==> src/rtl/mc_alu_pkg.sv <==
// Shared types for the multi-cycle ALU: operation codes and controller states.
package mc_alu_pkg;

    typedef enum logic [2:0] {
        OP_ADD     = 3'b000,
        OP_LSH     = 3'b001,
        OP_RSH     = 3'b010,
        OP_XOR     = 3'b011,
        OP_SUB     = 3'b100,
        OP_AND     = 3'b101,
        OP_MUL     = 3'b110,
        OP_ADD_ALT = 3'b111
    } op_e;

    typedef enum logic [1:0] {
        S_IDLE,
        S_SHIFT,
        S_MUL,
        S_DONE
    } state_e;

endpackage

==> src/rtl/mc_alu_core.sv <==
// Single-cycle ALU slice: ADD/SUB/XOR/AND with carry, parity and zero flags.
module mc_alu_core
    import mc_alu_pkg::*;
#(
    parameter int W = 8
) (
    input  logic [2:0]   op,
    input  logic [W-1:0] a,
    input  logic [W-1:0] b,
    input  logic         ci,
    output logic [W-1:0] r,
    output logic         co,
    output logic         pari,
    output logic         zero
);

    logic [W:0] sum;

    // Non-arithmetic codes pass a through with no carry (zero-count shifts rely on this).
    always_comb begin
        sum = '0;
        r   = a;
        co  = 1'b0;
        case (op_e'(op))
            OP_ADD, OP_ADD_ALT: begin
                sum       = {1'b0, a} + {1'b0, b} + {{W{1'b0}}, ci};
                {co, r}   = sum;
            end
            OP_SUB: begin
                sum       = {1'b0, b} - {1'b0, a} + {{W{1'b0}}, ci};
                {co, r}   = sum;
            end
            OP_XOR:  r = a ^ b;
            OP_AND:  r = a & b;
            default: ;
        endcase
        pari = ^r;
        zero = (r == '0);
    end

endmodule

==> src/rtl/mc_alu.sv <==
// Multi-cycle ALU: single-cycle ops via mc_alu_core, bit-serial shifts and
// an iterative shift-add multiplier sequenced by one FSM.
module mc_alu
    import mc_alu_pkg::*;
#(
    parameter int W  = 8,
    parameter int SW = $clog2(W)
) (
    input  logic         clk,
    input  logic         rst_n,
    input  logic         start,
    output logic         ready,
    input  logic [2:0]   op,
    input  logic [W-1:0] inA,
    input  logic [W-1:0] inB,
    input  logic         sc_i,
    output logic         done,
    output logic [W-1:0] rslt,
    output logic [W-1:0] rslt_hi,
    output logic         sc_o,
    output logic         pari,
    output logic         zero
);

    state_e         state;
    op_e            op_d;
    logic [SW-1:0]  n_in, cnt;
    logic           idle, is_shift, accept, finish;

    logic [W-1:0]   sr_q, a_q;
    logic           fill_q, left_q;
    logic [2*W-1:0] p_q, p_in, p_nx;

    logic [W-1:0]   sh_in, sh_r, a_m;
    logic           sh_c, sh_fill, sh_left;
    logic [W:0]     hi_sum;

    logic [W-1:0]   core_r;
    logic           core_co, core_pari, core_zero;
    logic [W-1:0]   fin_r, fin_hi;
    logic           fin_c, fin_pari, fin_zero;

    assign op_d     = op_e'(op);
    assign n_in     = inB[SW-1:0];
    assign idle     = (state == S_IDLE);
    assign is_shift = (op_d == OP_LSH) || (op_d == OP_RSH);
    assign accept   = start && ready;

    mc_alu_core #(.W(W)) u_core (
        .op   (op),
        .a    (inA),
        .b    (inB),
        .ci   (sc_i),
        .r    (core_r),
        .co   (core_co),
        .pari (core_pari),
        .zero (core_zero)
    );

    // The first shift / multiply step runs on the accept edge straight from the
    // inputs, so an n-step operation reaches DONE exactly n edges after accept.
    always_comb begin
        sh_in   = idle ? inA  : sr_q;
        sh_fill = idle ? sc_i : fill_q;
        sh_left = idle ? (op_d == OP_LSH) : left_q;
        if (sh_left) {sh_c, sh_r} = {sh_in, sh_fill};
        else         {sh_r, sh_c} = {sh_fill, sh_in};

        p_in   = idle ? {{W{1'b0}}, inB} : p_q;
        a_m    = idle ? inA : a_q;
        hi_sum = {1'b0, p_in[2*W-1:W]} + (p_in[0] ? {1'b0, a_m} : {(W+1){1'b0}});
        p_nx   = {hi_sum, p_in[W-1:1]};
    end

    always_comb begin
        fin_r    = core_r;
        fin_hi   = '0;
        fin_c    = core_co;
        fin_pari = core_pari;
        fin_zero = core_zero;
        if (state == S_SHIFT || (idle && is_shift && n_in != '0)) begin
            fin_r    = sh_r;
            fin_c    = sh_c;
            fin_pari = ^sh_r;
            fin_zero = (sh_r == '0);
        end else if (state == S_MUL || (idle && op_d == OP_MUL)) begin
            fin_r    = p_nx[W-1:0];
            fin_hi   = p_nx[2*W-1:W];
            fin_c    = |p_nx[2*W-1:W];
            fin_pari = ^p_nx[W-1:0];
            fin_zero = (p_nx == '0);
        end

        finish = 1'b0;
        case (state)
            S_IDLE:           finish = accept && (op_d != OP_MUL) &&
                                       !(is_shift && n_in > SW'(1));
            S_SHIFT, S_MUL:   finish = (cnt == SW'(1));
            default:          finish = 1'b0;
        endcase
    end

    always_ff @(posedge clk or negedge rst_n) begin
        if (!rst_n) begin
            state   <= S_IDLE;
            ready   <= 1'b1;
            done    <= 1'b0;
            cnt     <= '0;
            sr_q    <= '0;
            a_q     <= '0;
            p_q     <= '0;
            fill_q  <= 1'b0;
            left_q  <= 1'b0;
            rslt    <= '0;
            rslt_hi <= '0;
            sc_o    <= 1'b0;
            pari    <= 1'b0;
            zero    <= 1'b1;
        end else begin
            done <= 1'b0;
            if (finish) begin
                state   <= S_DONE;
                ready   <= 1'b0;
                done    <= 1'b1;
                cnt     <= '0;
                rslt    <= fin_r;
                rslt_hi <= fin_hi;
                sc_o    <= fin_c;
                pari    <= fin_pari;
                zero    <= fin_zero;
            end else begin
                case (state)
                    S_IDLE: if (accept) begin
                        ready  <= 1'b0;
                        sr_q   <= sh_r;
                        p_q    <= p_nx;
                        a_q    <= inA;
                        fill_q <= sc_i;
                        left_q <= (op_d == OP_LSH);
                        if (op_d == OP_MUL) begin
                            state <= S_MUL;
                            cnt   <= SW'(W - 1);
                        end else begin
                            state <= S_SHIFT;
                            cnt   <= n_in - SW'(1);
                        end
                    end
                    S_SHIFT: begin
                        sr_q <= sh_r;
                        cnt  <= cnt - SW'(1);
                    end
                    S_MUL: begin
                        p_q <= p_nx;
                        cnt <= cnt - SW'(1);
                    end
                    S_DONE: begin
                        state <= S_IDLE;
                        ready <= 1'b1;
                    end
                    default: state <= S_IDLE;
                endcase
            end
        end
    end

endmodule

==> config.mk <==
export PLATFORM = sky130hd
export DESIGN_NAME = mc_alu
export DESIGN_NICKNAME = d
export VERILOG_FILES = /design/src/rtl/mc_alu_pkg.sv /design/src/rtl/mc_alu_core.sv /design/src/rtl/mc_alu.sv
export SDC_FILE = /design/constraint.sdc
export NUM_CORES = 1
export LEC_CHECK = 0
export CAP_MARGIN = 10
export CELL_PAD_IN_SITES_DETAIL_PLACEMENT = 0
export CELL_PAD_IN_SITES_GLOBAL_PLACEMENT = 2
export CORE_UTILIZATION = 40
export CTS_BUF_LIST = sky130_fd_sc_hd__clkbuf_2 sky130_fd_sc_hd__clkbuf_4 sky130_fd_sc_hd__clkbuf_8
export DETAILED_ROUTE_END_ITERATION = 6
export GPL_TIMING_DRIVEN = 0
export PLACE_DENSITY = 0.92
export SETUP_SLACK_MARGIN = 0.3
export SYNTH_ARGS = -nofsm -noshare
export SYNTH_HDL_FRONTEND = slang
export SYNTH_SLANG_ARGS = --single-unit
==> constraint.sdc <==
create_clock -name clk -period 6.69 [get_ports clk]
set_input_delay 1.338 -clock clk [delete_from_list [all_inputs] [get_ports clk]]
set_output_delay 1.338 -clock clk [all_outputs]
set_load 0.02 [all_outputs]
==> impl_metrics.tcl, run 1 <==
set metrics [dict create \
    drc 0 \
    fmax_mhz 190.2 \
    rsz0062_at_grt "no" \
    synth_top_cell_area_share 0.2808 \
    setup_slack_ps 1433 \
    cp_max_fo 8 \
    whs_ps 477.1 \
    routed_wl_mm 15.68 \
    grt_first_pass_wirelength_mm 25.36 \
    antenna_cells 0 \
    grt_antenna_before_repair 0 \
    synth_top_cell_by_area "dfrtp_1" \
    synth_area_leaders "dfrtp_1, ha_1, o21ai_0" \
    die-area_mm2 0.01338 \
    die_x_um 115.7 \
    critPathCaptureType "flop" \
    drtIter0Drc 324 \
    setup.worst_path.start_class "input port" \
    cts-resized-gates 0 \
    synthesis.area_mm2 0.005169 \
    globalplace.congestion 0.9283 \
    ant_nets 0 \
    clk_pin_slew_ps 70 \
    p_leak_nw 2.640 \
    hold_viol_final 0 \
    cts.sinks 60 \
    ioPinCount 44 \
    cp_data_required_time_ps 6950 \
    relSlewSlack 0.4871 \
    clk_root_buffer_cell "clkbuf_8" \
    holdCritPathClass "reg2reg" \
    grt_max_degree 39 \
    skew_ps 10.74 \
    finalCriticalPeriod_ps 5257 \
    final_cell_mix "nand2_1, o21ai_0, dfrtp_1, ha_1, clkdlybuf4s50_1" \
    tns_ps 0 \
    cts_max_level 3 \
    ys_warn_count 0 \
    p_per_area_mw_per_mm2 462.0 \
    n_fill_cell 1275 \
    worstMarginPinSlew_ps 767.7 \
    cts_buffers 9 \
    nets 738 \
    wl_per_cell_um 18.76 \
    ir_worst_vdd_uv 220.4 \
    fin_crit_sh 0.7858 \
    core_mm2 0.01262 \
    ys.flop_type "dfrtp_1" \
    die_h_um 115.7 \
    synth.avg_cell_area_um2 8.543 \
    crit_type "in2reg" \
    areaGrowthSynthToFinish_pct 16.12 \
    synthCells 605 \
    status "completed" \
    vias 4747 \
    post-cts-setup-buffer-count 0 \
    dp_cells 820 \
    yosysSeqAreaShare 0.2910 \
    cts_buffer_depth 2 \
    port-buffer-count 42 \
    ys_ff_latch 60 \
    synth_edf_count 0 \
    drtPass1Iterations 5 \
    fin_cells 836 \
    grt-ovfl-total 0 \
    maxSlewViolCount 0 \
    final_common_cell "nand2_1" \
    rows 41 \
    finalSetupViolations 0 \
    stdcell_area_mm2 0.006002 \
    gr-usage-all-layers 0.2531 \
    floorplan.initialDensity 0.4096 \
    placed_area_mm2 0.005819 \
    clkLatencyLatePin_ps 360 \
    ys_types 53 \
    place_ws_ps 1150 \
    syn_nets 684 \
    ys_async_sr_fraction 1.000 \
    grt_pass1_vias 4717 \
    maxCapViolCount 0 \
    drive_above_1_share 0.08133 \
    tritoncts "yes" \
    vias_per_cell 5.678 \
    hold_buffers 0 \
    cp.arrival_ps 5520 \
    hpwl_mm 12.26 \
]
## final cells by class
type	instances	area (um2)	share of cell area
Inverter	36	137.6	0.02293
Clock buffer	11	145.1	0.02418
Multi-Input combinational cell	478	3386	0.5641
Sequential cell	60	1504	0.2506
Tap cell	172	215.2	0.03586
Buffer	31	141.4	0.02356
Clock inverter	5	37.54	0.006254
Timing Repair Buffer	43	435.4	0.07255
## through the flow
step	power, mW	utilization
global route	3.019	0.4756
finish	2.773	0.4756
detailed placement	2.470	0.4611
CTS	2.785	0.4756
floorplan	1.928	-
global placement	2.424	0.4599
## report_power, final
part           switching, mW  internal (mW)  leakage (nW)  total, mW
Clock                  0.155          0.149        0.0889      0.304
Sequential             0.104          0.541         0.743      0.645
Combinational           1.06          0.767          1.81       1.82
Total                   1.32           1.46          2.64       2.77
## flip-flops by register name (all words and copies together) (netlist names)
signal / count
a_q: 8
cnt: 3
done: 1
fill_q: 1
left_q: 1
p_q: 16
pari: 1
ready: 1
rslt: 8
rslt_hi: 8
sc_o: 1
sr_q: 8
state: 2
zero: 1
## Yosys cell counts, types with 2 or more instances
| master | number |
|---|---|
| a211o_1 | 2 |
| a211oi_1 | 12 |
| a21o_1 | 11 |
| a21oi_1 | 32 |
| a221o_1 | 2 |
| a221oi_1 | 2 |
| a31oi_1 | 10 |
| and3_1 | 3 |
| buf_2 | 8 |
| buf_4 | 2 |
| clkbuf_1 | 19 |
| dfrtp_1 | 58 |
| dfstp_2 | 2 |
| fa_1 | 4 |
| ha_1 | 52 |
| inv_1 | 35 |
| mux2_2 | 9 |
| mux2_4 | 8 |
| mux2i_1 | 25 |
| nand2_1 | 66 |
| nand2b_1 | 7 |
| nand3_1 | 19 |
| nand3b_1 | 3 |
| nand4_1 | 5 |
| nor2_1 | 31 |
| nor2_4 | 2 |
| nor2b_1 | 16 |
| nor3_1 | 7 |
| o211ai_1 | 11 |
| o21a_1 | 4 |
| o21ai_0 | 65 |
| o21ai_1 | 9 |
| o21bai_1 | 6 |
| o221ai_1 | 3 |
| o22ai_1 | 7 |
| o31ai_1 | 6 |
| or4_1 | 2 |
| xnor2_1 | 14 |
| xor2_1 | 12 |
## worst max-delay path, cell delays in order
cell             delay, ps
clkdlybuf4s50_1        800
fa_1                   290
inv_1                   50
fa_1                   440
o21bai_1               150
a21oi_1                160
o311ai_0               500
xnor2_1                160
a221o_1                340
o21ai_0                100
ha_1                   270
xnor2_1                140
xnor2_1                130
a211oi_1               370
a21oi_1                 90
o21ai_0                190
## kinds of logic after synthesis
family	Yosys count	share of synthesized area
compound gates	191	0.2305
xor+xnor	26	0.04406
fa+ha+maj	56	0.1414
buf+inv	67	0.05398
flops	60	0.2910
mux	42	0.09126
simple gates	163	0.1479
## final timing paths
check	cells past startpoint	startpoint	slack [ps]	to
hold reg to reg	2	rslt_hi[0]	480	rslt_hi[0]
setup / recovery	16	inA[0]	1430	pari
min in group asynchronous	1	rst_n	960	sr_q[4]
max in group asynchronous	2	rst_n	5050	zero
setup reg to reg	16	state[0]	2000	sc_o
hold / removal	2	rslt_hi[0]	480	rslt_hi[0]
## per-layer routing
| metal | track usage | part of all wire | vias up | wire length [um] |
|---|---|---|---|---|
| li1 | - | - | 2280 | - |
| met1 | 0.3435 | 0.46 | 2296 | 7227 |
| met2 | 0.4064 | 0.46 | 147 | 7271 |
| met4 | 0.09402 | 0.028 | 0 | 440 |
| met3 | 0.04079 | 0.047 | 24 | 741 |
| met5 | 0 | 0 | - | 0 |
Note: power is estimated with default switching activity, not from simulation.
==> inputs of run 2 (changes only) <==
--- a/config.mk
+++ b/config.mk
@@ -8,11 +8,11 @@
 export CAP_MARGIN = 10
 export CELL_PAD_IN_SITES_DETAIL_PLACEMENT = 0
 export CELL_PAD_IN_SITES_GLOBAL_PLACEMENT = 2
-export CORE_UTILIZATION = 40
+export CORE_UTILIZATION = 34
 export CTS_BUF_LIST = sky130_fd_sc_hd__clkbuf_2 sky130_fd_sc_hd__clkbuf_4 sky130_fd_sc_hd__clkbuf_8
 export DETAILED_ROUTE_END_ITERATION = 6
 export GPL_TIMING_DRIVEN = 0
-export PLACE_DENSITY = 0.92
+export PLACE_DENSITY = 0.84
 export SETUP_SLACK_MARGIN = 0.3
 export SYNTH_ARGS = -nofsm -noshare
 export SYNTH_HDL_FRONTEND = slang
==> constraint.sdc (replaced) <==
create_clock -name clk -period 4.6 [get_ports clk]
set_input_delay 0.92 -clock clk [delete_from_list [all_inputs] [get_ports clk]]
set_output_delay 0.92 -clock clk [all_outputs]
set_load 0.02 [all_outputs]
==> run 2 against run 1 <==
  * The run now ends with design-rule violations left
  * Critical path type unchanged
  * Sequential power is 46% higher
  * Global-route usage is 3.8 points lower
  * Clock power increased by 62%
  * Clock skew is 2.7 ps higher
==> impl_metrics.tcl, run 2 (synthesis results as in run 1) <==
set metrics [dict create \
    status "complete, but fails checks" \
    violations "design-rule violations" \
    rows 44 \
    p_leak_nw 2.679 \
    wl_per_cell_um 19.23 \
    areaGrowthSynthToFinish_pct 17.19 \
    port-buffer-count 42 \
    largest-register "p_q" \
    cts_buffer_depth 2 \
    finalSetupViolations 0 \
    fin_crit_sh 0.8903 \
    maxCapViolCount 0 \
    cp_data_required_time_ps 4860 \
    fin_cells 847 \
    die-area_mm2 0.01570 \
    ant_nets 0 \
    hpwl_mm 12.52 \
    drc 3 \
    cts.sinks 60 \
    grt_max_degree 61 \
    multi_input_area_mm2 0.003443 \
    clk_pin_slew_ps 70 \
    cts_buffers 9 \
    die_x_um 125.3 \
    relSlewSlack 0.4610 \
    stdcell_area_mm2 0.006057 \
    final_common_cell "nand2_1" \
    cp.arrival_ps 4360 \
    finalCriticalPeriod_ps 4095 \
    ir_worst_vdd_uv 251.4 \
    dp_cells 831 \
    antenna_cells 0 \
    grt_antenna_before_repair 0 \
    grt_pass1_vias 4804 \
    skew_ps 13.46 \
    maxSlewViolCount 0 \
    rsz0062_at_grt "no" \
    ioPinCount 44 \
    grt_first_pass_wirelength_mm 26.19 \
    cp_max_fo 7 \
    hold_buffers 0 \
    regArea_mm2 0.001504 \
    nets 737 \
    whs_ps 478.2 \
    globalplace.congestion 0.8788 \
    drtPass1Iterations 7 \
    clk_root_buffer_cell "clkbuf_8" \
    drive_above_1_share 0.1086 \
    fmax_mhz 244.2 \
    gr-usage-all-layers 0.2147 \
    largest_reg_flops 16 \
    clkLatencyLatePin_ps 350 \
    tritoncts "yes" \
    p_per_area_mw_per_mm2 681.2 \
    floorplan.initialDensity 0.3516 \
    crit_type "in2reg" \
    drtIter0Drc 404 \
    critPathCaptureType "flop" \
    n_fill_cell 1459 \
    core_mm2 0.01470 \
    hold_viol_final 0 \
    setup.worst_path.start_class "input port" \
    cts_max_level 3 \
    routed_wl_mm 16.28 \
    vias_per_cell 5.652 \
    final_cell_mix "nand2_1, o21ai_0, dfrtp_1, ha_1, inv_1" \
    placed_area_mm2 0.005817 \
    vias 4787 \
    final_util 0.4121 \
    worstMarginPinSlew_ps 808.5 \
    holdCritPathClass "reg2reg" \
    die_h_um 125.3 \
    grt-ovfl-total 0 \
]
[run 2: cell types whose count changed in the layout (fill, tap and decap cells not counted), sizes merged]
cell,delta
clkbuf,+2
dlymetal6s2s,+1
bufinv,+1
buf,+2
dlygate4sd2,+6
clkdlybuf4s50,-11
clkinv,-2
[run 2: critical path, cell delays in order]
cell and delay, ps:
clkdlybuf4s50_1 500, ha_2 490, ha_4 250, a21o_1 170
a21o_1 180, a211oi_2 280, xnor2_1 100, a221o_1 330
o21ai_0 90, ha_1 260, xnor2_1 180, xnor2_1 110
a211oi_2 260, a21oi_1 70, o21ai_0 160
[run 2: through the flow]
step | setup TNS, ps | total power, mW | setup slack (ps)
after floorplan | 0 | 2.804 | 786.6
after global placement | -810.4 | 3.546 | -558.2
after detailed placement | -886.9 | 3.597 | -618.4
after CTS | 0 | 4.121 | 292.7
after global routing | 0 | 4.477 | 309.5
final | 0 | 4.126 | 504.8
[run 2: final timing paths]
kind,endpoint,cells past startpoint,startpoint,slack [ps]
setup / recovery,pari,15,inB[4],500
hold / removal,rslt_hi[0],2,rslt_hi[0],480
setup reg to reg,sc_o,16,state[0],600
hold reg to reg,rslt_hi[0],2,rslt_hi[0],480
max in group asynchronous,cnt[2],1,rst_n,3400
min in group asynchronous,sr_q[3],1,rst_n,650
[run 2: power breakdown]
part / leakage, nW / internal [mW] / total, mW / switching (mW)
clock: 0.0968 / 0.268 / 0.491 / 0.224
sequential: 0.743 / 0.787 / 0.940 / 0.153
combinational: 1.84 / 1.13 / 2.69 / 1.56
[run 2: final cells by class]
class | count | share of cell area
multi-input cells | 478 | 0.5685
flip-flops and latches | 60 | 0.2483
repair buffers | 42 | 0.06486
well taps | 184 | 0.03801
plain buffers | 31 | 0.02520
clock buffers | 12 | 0.02417
inverters | 36 | 0.02272
clock inverters | 4 | 0.008263
[run 2: repair_timing]
action | 4_1_cts | 5_1_grt
buffers inserted | 0 | 0
hold endpoints to repair | 0 | 0
setup endpoints to repair | 3 | 3
pin swaps | 0 | 2
resized for setup | 23 | 22
[run 2: per-layer routing]
| metal | GRT usage | vias to the layer above | part of all wire |
|---|---|---|---|
| li1 | - | 2280 | - |
| met1 | 0.2866 | 2344 | 0.46 |
| met2 | 0.3490 | 139 | 0.47 |
| met3 | 0.03894 | 24 | 0.047 |
| met4 | 0.07317 | 0 | 0.024 |
| met5 | 0 | - | 0 |
==> inputs of run 3 (changes only) <==
--- a/config.mk
+++ b/config.mk
@@ -5,7 +5,6 @@
 export SDC_FILE = /design/constraint.sdc
 export NUM_CORES = 1
 export LEC_CHECK = 0
-export CAP_MARGIN = 10
 export CELL_PAD_IN_SITES_DETAIL_PLACEMENT = 0
 export CELL_PAD_IN_SITES_GLOBAL_PLACEMENT = 2
 export CORE_UTILIZATION = 34
==> results of run 3 <==
Same layout as run 2: the final DEF is identical, and so are final timing and power.
